File: src/rtl/cc_cond_unit_if.sv
// Execute-stage ALU result/flag bundle between the producer and the condition-code unit.
// Accept rule: an instruction is taken on a rising edge when in_valid=1 and both
// stall=0 and bubble=0; stall freezes all state, and its result appears one cycle later with out_valid=1.
interface cc_cond_unit_if #(
  parameter int WIDTH = 64
);
  logic             in_valid;
  logic             stall;
  logic             bubble;
  logic             set_cc;
  logic             exc_suppress;
  logic [WIDTH-1:0] alu_res;
  logic             alu_overflow;
  logic             alu_zero;
  logic [3:0]       ifun;
  logic [2:0]       cc_out;
  logic             out_valid;
  logic             cnd;
  logic             bad_ifun;

  modport master (
    output in_valid, stall, bubble, set_cc, exc_suppress,
    output alu_res, alu_overflow, alu_zero, ifun,
    input  cc_out, out_valid, cnd, bad_ifun
  );

  modport slave (
    input  in_valid, stall, bubble, set_cc, exc_suppress,
    input  alu_res, alu_overflow, alu_zero, ifun,
    output cc_out, out_valid, cnd, bad_ifun
  );
endinterface

File: src/rtl/cc_cond_unit.sv
// Y86-64 condition-code register and jXX/cmovXX condition evaluator.
// cnd is always computed from the flags held before the current edge.
module cc_cond_unit #(
  parameter int         WIDTH    = 64,
  parameter logic [2:0] RESET_CC = 3'b100
) (
  input logic           clk,
  input logic           rst_n,
  cc_cond_unit_if.slave bus
);
  logic [2:0] cc_q, cc_d;
  logic       out_valid_q, out_valid_d;
  logic       cnd_q, cnd_d;
  logic       bad_ifun_q, bad_ifun_d;
  logic       zf, lt, cnd_eval, bad_eval;

  // lt = SF^OF is the signed "less than" outcome of the last OPq.
  always_comb begin
    zf       = cc_q[2];
    lt       = cc_q[1] ^ cc_q[0];
    cnd_eval = 1'b0;
    bad_eval = 1'b0;
    case (bus.ifun)
      4'd0:    cnd_eval = 1'b1;
      4'd1:    cnd_eval = lt | zf;
      4'd2:    cnd_eval = lt;
      4'd3:    cnd_eval = zf;
      4'd4:    cnd_eval = ~zf;
      4'd5:    cnd_eval = ~lt;
      4'd6:    cnd_eval = ~lt & ~zf;
      default: bad_eval = 1'b1;
    endcase
  end

  always_comb begin
    cc_d        = cc_q;
    out_valid_d = out_valid_q;
    cnd_d       = cnd_q;
    bad_ifun_d  = bad_ifun_q;
    if (!bus.stall) begin
      if (bus.bubble || !bus.in_valid) begin
        out_valid_d = 1'b0;
        cnd_d       = 1'b0;
        bad_ifun_d  = 1'b0;
      end else begin
        out_valid_d = 1'b1;
        cnd_d       = cnd_eval;
        bad_ifun_d  = bad_eval;
        if (bus.set_cc && !bus.exc_suppress) begin
          cc_d = {bus.alu_zero, bus.alu_res[WIDTH-1], bus.alu_overflow};
        end
      end
    end
  end

  always_ff @(posedge clk) begin
    if (!rst_n) begin
      cc_q        <= RESET_CC;
      out_valid_q <= 1'b0;
      cnd_q       <= 1'b0;
      bad_ifun_q  <= 1'b0;
    end else begin
      cc_q        <= cc_d;
      out_valid_q <= out_valid_d;
      cnd_q       <= cnd_d;
      bad_ifun_q  <= bad_ifun_d;
    end
  end

  assign bus.cc_out    = cc_q;
  assign bus.out_valid = out_valid_q;
  assign bus.cnd       = cnd_q;
  assign bus.bad_ifun  = bad_ifun_q;
endmodule

File: src/flat_wrapper.sv
// flat-port wrapper written by rule: the top's interface ports become plain ports
module cc_cond_unit_flat 
#(
  parameter int         WIDTH    = 64,
  parameter logic [2:0] RESET_CC = 3'b100
)
  (clk, rst_n, bus_in_valid, bus_stall, bus_bubble, bus_set_cc, bus_exc_suppress, bus_alu_res, bus_alu_overflow, bus_alu_zero, bus_ifun, bus_cc_out, bus_out_valid, bus_cnd, bus_bad_ifun);
  cc_cond_unit_if #(.WIDTH(WIDTH)) bus_i ();
  input logic clk;
  input logic rst_n;
  input wire logic [$bits(bus_i.in_valid)-1:0] bus_in_valid;
  input wire logic [$bits(bus_i.stall)-1:0] bus_stall;
  input wire logic [$bits(bus_i.bubble)-1:0] bus_bubble;
  input wire logic [$bits(bus_i.set_cc)-1:0] bus_set_cc;
  input wire logic [$bits(bus_i.exc_suppress)-1:0] bus_exc_suppress;
  input wire logic [$bits(bus_i.alu_res)-1:0] bus_alu_res;
  input wire logic [$bits(bus_i.alu_overflow)-1:0] bus_alu_overflow;
  input wire logic [$bits(bus_i.alu_zero)-1:0] bus_alu_zero;
  input wire logic [$bits(bus_i.ifun)-1:0] bus_ifun;
  output wire logic [$bits(bus_i.cc_out)-1:0] bus_cc_out;
  output wire logic [$bits(bus_i.out_valid)-1:0] bus_out_valid;
  output wire logic [$bits(bus_i.cnd)-1:0] bus_cnd;
  output wire logic [$bits(bus_i.bad_ifun)-1:0] bus_bad_ifun;
  assign bus_i.in_valid = bus_in_valid;
  assign bus_i.stall = bus_stall;
  assign bus_i.bubble = bus_bubble;
  assign bus_i.set_cc = bus_set_cc;
  assign bus_i.exc_suppress = bus_exc_suppress;
  assign bus_i.alu_res = bus_alu_res;
  assign bus_i.alu_overflow = bus_alu_overflow;
  assign bus_i.alu_zero = bus_alu_zero;
  assign bus_i.ifun = bus_ifun;
  assign bus_cc_out = bus_i.cc_out;
  assign bus_out_valid = bus_i.out_valid;
  assign bus_cnd = bus_i.cnd;
  assign bus_bad_ifun = bus_i.bad_ifun;
  cc_cond_unit #(.WIDTH(WIDTH), .RESET_CC(RESET_CC)) u_core (.clk(clk), .rst_n(rst_n), .bus(bus_i));
endmodule
File: config.mk
export PLATFORM = sky130hd
export DESIGN_NAME = cc_cond_unit_flat
export DESIGN_NICKNAME = d
export VERILOG_FILES = /design/src/rtl/cc_cond_unit_if.sv /design/src/rtl/cc_cond_unit.sv /design/src/flat_wrapper.sv
export SDC_FILE = /design/constraint.sdc
export NUM_CORES = 1
export LEC_CHECK = 0
export CELL_PAD_IN_SITES_DETAIL_PLACEMENT = 1
export CELL_PAD_IN_SITES_GLOBAL_PLACEMENT = 1
export CORE_MARGIN = 4
export CORE_UTILIZATION = 10
export DETAILED_ROUTE_END_ITERATION = 12
export PLACE_DENSITY_LB_ADDON = 0.1
export SYNTH_ARGS = -nofsm -noshare
export SYNTH_HDL_FRONTEND = slang
export SYNTH_SLANG_ARGS = --single-unit
File: constraint.sdc
create_clock -name clk -period 0.95 [get_ports clk]
set_clock_uncertainty 0.05 [all_clocks]
set_input_delay 0.19 -clock clk [delete_from_list [all_inputs] [get_ports clk]]
set_output_delay 0.19 -clock clk [all_outputs]
set_load 0.005 [all_outputs]
After elaboration in Yosys (flattened, before gate mapping) --
Index checks and enable logic that the tools add are counted.
Word-level totals: word-level logic and storage cells 29, register bits 6, output and inout bits 6
Operators by class: muxes and demuxes 5, bitwise operators 7, reductions and logical operators 7, eq/ne operators 6
Operators with widths (count):
- $eq 4x3->1 const B | 3
- $eq 4x2->1 const B | 2
- $pmux 1 s7 | 1
- $reduce_or 7->1 | 1
- $eq 4x1->1 const B | 1
- $logic_not 4->1 | 1
- $mux 1 | 4
- $not 1->1 | 4
- $reduce_and 3->1 | 1
- $logic_not 1->1 | 2
- $and 1x1->1 | 1
- $logic_and 1x1->1 | 1
- $logic_or 1x1->1 | 1
- $or 1x1->1 | 1
- $xor 1x1->1 | 1

Longest topological paths before layout --
Gate-level depths: netlist (run 1).
depth after elaboration 5, mapped depth 4

Least setup slack after synthesis (run 1) --
Ideal clock, no wire load.
path type reg-to-reg, from reg u_core.cc_q[1] (netlist: u_core.bus.cc_out[1]), to reg u_core.cnd_q (netlist: u_core.bus.cnd), path buffers 0, data arrival time 903 ps, slack -71 ps, cell stages (with the launch flop) 5, setup time 69 ps, clock period less this slack 1021 ps, path through dfxtp_1 -> xnor2_1 -> mux2i_1 -> o21ai_1 -> o21ai_1
Between the ends: cells in the longest elaborated chain, start to end 5
Ends and longest elaborated chain:
- start, declared | line cc_cond_unit.sv:11 | logic [2:0] cc_q, cc_d;
- start signal, assigned | line cc_cond_unit.sv:58 | cc_q <= RESET_CC;
- start signal, assigned | line cc_cond_unit.sv:63 | cc_q <= cc_d;
- $xor 1x1->1 * | line cc_cond_unit.sv:20 | lt = cc_q[1] ^ cc_q[0];
- $not 1->1 | line cc_cond_unit.sv:29, cc_cond_unit.sv:30
- $and 1x1->1 | line cc_cond_unit.sv:30 | 4'd6: cnd_eval = ~lt & ~zf;
- $pmux 1 s7 * | line cc_cond_unit.sv:23 | case (bus.ifun)
- $mux 1 * | line cc_cond_unit.sv:41 | if (bus.bubble || !bus.in_valid) begin
- end signal, assigned | line cc_cond_unit.sv:65 | cnd_q <= cnd_d;
- end, declared | line cc_cond_unit.sv:13 | logic cnd_q, cnd_d;
Every way passes the cells marked *; elsewhere a longest branch is shown, timed or not. A chain may end at the register's enable or synchronous reset.

Worst setup path in the final report (run 1) --
Same ends and word-level chain as after synthesis.

==> results of run 1 <==
## flip-flops by register name, summed over array words and instances, names as in the netlist
register              cells
u_core.bus.cnd            1
u_core.bus.cc_out         3
u_core.bus.out_valid      1
u_core.bus.bad_ifun       1
## per-stage QoR
stage               cell area [um^2]  util (%)  std cells
detailed placement             614.3     21.54         92
global route                   664.4     23.29         96
finish                         664.4     23.29         96
CTS                            649.4     22.76         96
global placement               614.3     21.54         92
floorplan                      317.8         -         33
## synthesized netlist by cell type
library cell	count	share of area, %
dfxtp_1	6	39
mux2i_1	4	13
nor2b_1	3	6.1
a21oi_1	2	3.3
a31oi_1	2	4.1
nand2_1	2	2.4
nand3_1	2	3.3
nor2_1	2	2.4
o21ai_1	2	3.3
a21boi_0	1	2.4
and4b_1	1	3.3
inv_1	1	1.2
nand2b_1	1	2.0
nand3b_2	1	3.7
nor3b_4	1	6.1
o21ai_0	1	1.6
xnor2_1	1	2.8
## power breakdown
| group | switching (mW) | internal (mW) |
|---|---|---|
| Combinational | 0.0438 | 0.0856 |
| Sequential | 0.00307 | 0.255 |
| Clock | 0.0925 | 0.143 |
## how the worst max path moves through the flow
| stage | to | slack, ps | from |
|---|---|---|---|
| after floorplan | u_core.bus.cnd$_SDFFE_PN0N_ | -20 | u_core.bus.cc_out[0]$_SDFFE_PN0P_ |
| after global placement | u_core.bus.cc_out[1]$_SDFFE_PN0P_ | -550 | bus_stall |
| after detailed placement | u_core.bus.cc_out[2]$_SDFFE_PN1P_ | -590 | bus_stall |
| after CTS | u_core.bus.cnd$_SDFFE_PN0N_ | -150 | u_core.bus.cc_out[1]$_SDFFE_PN0P_ |
| after global routing | u_core.bus.cnd$_SDFFE_PN0N_ | -220 | u_core.bus.cc_out[1]$_SDFFE_PN0P_ |
| final | u_core.bus.cnd$_SDFFE_PN0N_ | -140 | u_core.bus.cc_out[1]$_SDFFE_PN0P_ |
## timing repair
| item | CTS | global route |
|---|---|---|
| pin swaps | 2 | 3 |
| endpoints found under the setup margin | 12 | 9 |
| gates resized for setup | 42 | 7 |
| setup buffers | 1 | 0 |
| hold endpoints to repair | 0 | 0 |
## cell families after synthesis
group,Yosys count
compound gates,8
mux,4
buf+inv,1
simple gates,13
xor+xnor,1
flops,6
## layer usage
layer	up-vias	global-route usage [%]	wire length, um
met4	0	4.043	22
met2	15	7.171	386
li1	183	-	-
met5	-	0	0
met1	158	6.250	447
met3	2	1.776	112
## layout make-up
| class | instances | area share (%) |
|---|---|---|
| clock buffers | 3 | 3.390 |
| well taps | 31 | 5.838 |
| multi-input cells | 26 | 32.77 |
| inverters | 1 | 0.5650 |
| repair buffers | 29 | 38.04 |
| flip-flops and latches | 6 | 19.40 |
## worst max-delay path, cell delays in order (launching register included)
cell	delay [ps]
dfxtp_2	310
buf_6	120
xnor2_4	170
nand3_1	90
a31oi_1	150
o21ai_1	80
==> flow_summary_export.csv, run 1 <==
group,metric,value,unit
sta,final-setup-viol-count,4,
final_layout,layout_common_cells,"buf_4, dlygate4sd2_1, clkdlybuf4s50_1, buf_6",
logic_synthesis,syn_area,307.8,um^2
final_layout,nNetsFinal,144,
pwr,power.total,623.3,uW
sta,worst_slew_pin_slew,283.2,ps
final_layout,area_delta_synth_final,115.9,%
clocking,cts_buffers,3,
floorplan,rows,19,
logic_synthesis,synthAdderAreaFrac,0,%
final_layout,fill_cells,341,
floorplan,io_pins,83,
run,maxCapViolations,0,
critical_path,path_class,"reg -> reg",
pwr,ir_drop,0.1982,mV
min_path,hold_depth,4,
logic_synthesis,synthXorXnorAreaFrac,2.846,%
floorplan,initial_core_util,10.79,%
critical_path,crit_fanout,2,
min_path,hold_class,"in -> reg",
clocking,clk_latency,240,ps
final_layout,diodes,0,
logic_synthesis,synth-simple-area-share,29.27,%
final_layout,seqCellArea,128.9,um^2
sta,whs,188.9,ps
routing,routed_wl,969,um
final_layout,layout-drive-gt1-share,46.15,%
sta,hold_violations,0,
pwr,p_leak,0.3147,nW
floorplan,die-area,4030,um^2
routing,dr.pass1.iters,4,
grt,grt_max_degree,7,
sta,fin_crit_sh,115.0,%
final_layout,final_common_cell,"buf_4",
logic_synthesis,ys_ff_latch,6,
clocking,htree_levels,1,
clocking,cts_root_buf,"clkbuf_4",
logic_synthesis,synth_cell_types,17,
routing,wire_per_inst,10.09,um
logic_synthesis,synth_top_family_by_area,"simple AND/OR/NAND/NOR gates",
final_layout,multi_input_area,217.7,um^2
sta,rsz0062_at_grt,"true",
logic_synthesis,synth_mux_area_share,13.01,%
critical_path,reg2reg_setup_slack,-140,ps
min_path,min_from,"bus_bubble",
place,io_buffers,19,
clocking,cts_tree,"done",
grt,antenna_found_initial,0,
place,gp_congestion,0.5929,
critical_path,start_kind,"register",
critical_path,reg2reg_from,"u_core.bus.cc_out[1]$_SDFFE_PN0P_",
clocking,path_clk_slew,50,ps
clocking,max-clock-path-buffers,2,
pwr,powerDensity,938.2,nW/um^2
routing,drc,0,
floorplan,die_y,63.48,um
floorplan,core-area,2853,um^2
critical_path,r2r_cells,5,
place,place_hpwl,829.5,um
grt,grt.overflow.total,0,
logic_synthesis,synth.avg_cell_area,9.327,um^2
routing,vias_per_cell,3.729,
clocking,cts.sinks,6,
sta,period_minus_slack,1092,ps
sta,drv_slew,0,
place,post-place-ws,-586.0,ps
grt,grt_first_pass_wirelength,1.642,mm
logic_synthesis,ys_warn_count,0,
sta,layout_setup_ws,-142.4,ps
critical_path,cp-end-kind,"register",
routing,via_count,358,
critical_path,arrival,1170,ps
grt,grt_usage,5.116,%
floorplan,die_w,63.48,um
critical_path,cp.required,1030,ps
status,status,"finished with violations",
clocking,ctsHoldBuffers,0,
status,violations,"setup timing",
min_path,whs_endpoint,"u_core.bus.bad_ifun$_SDFFE_PN0N_",
logic_synthesis,yosysSeqAreaShare,39.02,%
sta,tns,-292.3,ps
grt,grt_pass1_vias,393,
critical_path,reg2reg_to,"u_core.bus.cnd$_SDFFE_PN0N_",
sta,slew_headroom,81.10,%
logic_synthesis,synth_compound_area_share,14.63,%
routing,final_antenna_net_count,0,
logic_synthesis,synth_cells,33,
routing,initialDrtViolationCount,4,
sta,max_freq,915.4,MHz
logic_synthesis,synth_nets,110,
Note: power is estimated with default switching activity, not from simulation.
==> run 2, diff against run 1 <==
--- a/config.mk
+++ b/config.mk
@@ -11,6 +11,7 @@
 export CORE_UTILIZATION = 10
 export DETAILED_ROUTE_END_ITERATION = 12
 export PLACE_DENSITY_LB_ADDON = 0.1
+export REMOVE_ABC_BUFFERS = 1
 export SYNTH_ARGS = -nofsm -noshare
 export SYNTH_HDL_FRONTEND = slang
 export SYNTH_SLANG_ARGS = --single-unit
==> run 2 against run 1 <==
Compared with the run above:
- the flow still finishes with violations (setup timing)
- worst setup slack improved by 44 ps
- count of clock-buffer cells in the layout unchanged
- sequential share of layout area increased by 0.88 points
- combinational power about the same
- core utilization decreased by 1.0 points
- via count increased by 0.28%
- first-iteration DRC count increased by 25%
- non-clock buffer count decreased by 1
- hold slack improved by 140 ps
- cell count decreased by 1.0%
- sequential power about the same
- flip-flop and latch count unchanged
- critical endpoint unchanged
- highest routed layer unchanged
==> flow_summary_export.csv, run 2 (synthesis results as in run 1) <==
group,metric,value,unit
critical_path,arrival,1180,ps
pwr,powerDensity,984.7,nW/um^2
place,place_area,604.3,um^2
routing,routed_wl,1.038,mm
sta,rsz0062_at_grt,"true",
place,post-place-ws,-581.7,ps
grt,use_met2,6.780,%
critical_path,cp.required,1080,ps
routing,final_antenna_net_count,0,
grt,busiest_layer,"met1",
sta,hold_violations,0,
grt,met3_usage,1.954,%
grt,grt_usage,5.740,%
final_layout,fin_util,22.28,%
final_layout,area_delta_synth_final,106.5,%
final_layout,layout-drive-gt1-share,43.75,%
floorplan,initial_core_util,10.79,%
final_layout,final_cell_area,635.6,um^2
sta,max_freq,953.8,MHz
sta,worst_slew_pin_slew,270.2,ps
grt,grt.met1_usage,7.302,%
status,violations,"setup timing",
floorplan,die_y,63.48,um
place,io_buffers,19,
grt,grt_max_degree,7,
sta,layout_setup_ws,-98.42,ps
critical_path,path_class,"reg -> reg",
sta,period_minus_slack,1048,ps
pwr,power.total,625.9,uW
sta,drv_slew,0,
clocking,max-clock-path-buffers,2,
place,gp_congestion,0.6109,
clocking,ctsHoldBuffers,0,
grt,grt_first_pass_wirelength,1.704,mm
floorplan,die-area,4030,um^2
final_layout,multi_input_area,206.4,um^2
floorplan,die_w,63.48,um
critical_path,crit_fanout,3,
pwr,ir_drop,0.2478,mV
clocking,cts_setup_buffers,0,
routing,drc,0,
routing,wire_per_inst,10.93,um
final_layout,final_common_cell,"buf_4",
sta,fin_crit_sh,110.4,%
final_layout,nNetsFinal,143,
pwr,p_leak,0.2975,nW
clocking,path_clk_slew,50,ps
sta,final-setup-viol-count,6,
place,place_hpwl,867.4,um
floorplan,rows,19,
grt,grt_pass1_vias,347,
routing,dr.pass1.iters,2,
routing,initialDrtViolationCount,5,
clocking,cts_tree,"done",
final_layout,seqCellArea,128.9,um^2
clocking,cts_root_buf,"clkbuf_4",
routing,vias_per_cell,3.779,
floorplan,io_pins,83,
clocking,htree_levels,1,
critical_path,cp-end-kind,"register",
clocking,cts.sinks,6,
sta,slew_headroom,81.96,%
critical_path,start_kind,"register",
grt,grt.overflow.total,0,
final_layout,layout_common_cells,"buf_4, clkdlybuf4s50_1, dlygate4sd2_1",
final_layout,largest_reg_flops,3,
floorplan,core-area,2853,um^2
final_layout,fill_cells,346,
clocking,cts_buffers,3,
grt,antenna_found_initial,0,
run,maxCapViolations,0,
status,status,"finished with violations",
final_layout,diodes,0,
min_path,hold_class,"in -> reg",
clocking,clk_latency,250,ps
routing,via_count,359,
sta,tns,-241.4,ps
## run 2: cell count changes in the layout (fill, tap and decap cells not counted), sizes merged
cell | previous run | this run
clkbuf | 4 | 3
clkdlybuf4s15 | 1 | 3
dlygate4sd2 | 6 | 5
buf | 16 | 14
clkdlybuf4s50 | 5 | 6
## run 2: metrics by stage
| stage | instances | hold slack [ps] |
|---|---|---|
| after floorplan | 33 | 201.9 |
| after global placement | 92 | 424.6 |
| after detailed placement | 92 | 439.0 |
| after CTS | 95 | 330.1 |
| after global routing | 95 | 361.3 |
| final | 95 | 333.1 |
## run 2: worst paths after layout
path | from | endpoint | slack [ps] | cells past startpoint
max | u_core.bus.cc_out[0]$_SDFFE_PN0P_ | u_core.bus.cnd$_SDFFE_PN0N_ | -100 | 4
min | bus_bubble | u_core.bus.bad_ifun$_SDFFE_PN0N_ | 330 | 4
max reg2reg | u_core.bus.cc_out[0]$_SDFFE_PN0P_ | u_core.bus.cnd$_SDFFE_PN0N_ | -100 | 4
min reg2reg | u_core.bus.cnd$_SDFFE_PN0N_ | u_core.bus.cnd$_SDFFE_PN0N_ | 430 | 2
## run 2: what timing repair did
item,CTS,global route
resized for setup,43,2
pin swaps,7,0
setup endpoints to repair,12,7
## run 2: layout make-up
class                      instances  area share, %
clock buffer                       3          3.543
inverter                           1         0.5906
multi-input combinational         26          32.48
sequential                         6          20.28
tap                               31          6.102
timing repair buffer              28          37.01
## run 2: critical path: stages, from the launching register on
cell and delay [ps]:
dfxtp_2 330, xnor2_2 200, mux2i_1 220, o21ai_1 70
o21ai_1 110
## run 2: report_power, final
part	internal (mW)	switching [mW]	leakage [nW]
Combinational	0.0826	0.0444	0.233
Sequential	0.255	0.00299	0.0503
Clock	0.143	0.0972	0.0138
## run 2: metal layers
layer	up-vias	part of all wire (%)
met1	154	48
met4	0	3.7
met3	4	9.9
met2	17	39
met5	-	0
li1	184	-
==> run 3, diff against run 2 <==
--- a/config.mk
+++ b/config.mk
@@ -12,6 +12,7 @@
 export DETAILED_ROUTE_END_ITERATION = 12
 export PLACE_DENSITY_LB_ADDON = 0.1
 export REMOVE_ABC_BUFFERS = 1
+export SLEW_MARGIN = 15
 export SYNTH_ARGS = -nofsm -noshare
 export SYNTH_HDL_FRONTEND = slang
 export SYNTH_SLANG_ARGS = --single-unit
==> results of run 3 <==
The final DEF is identical to that of run 2; final timing and power are the same.
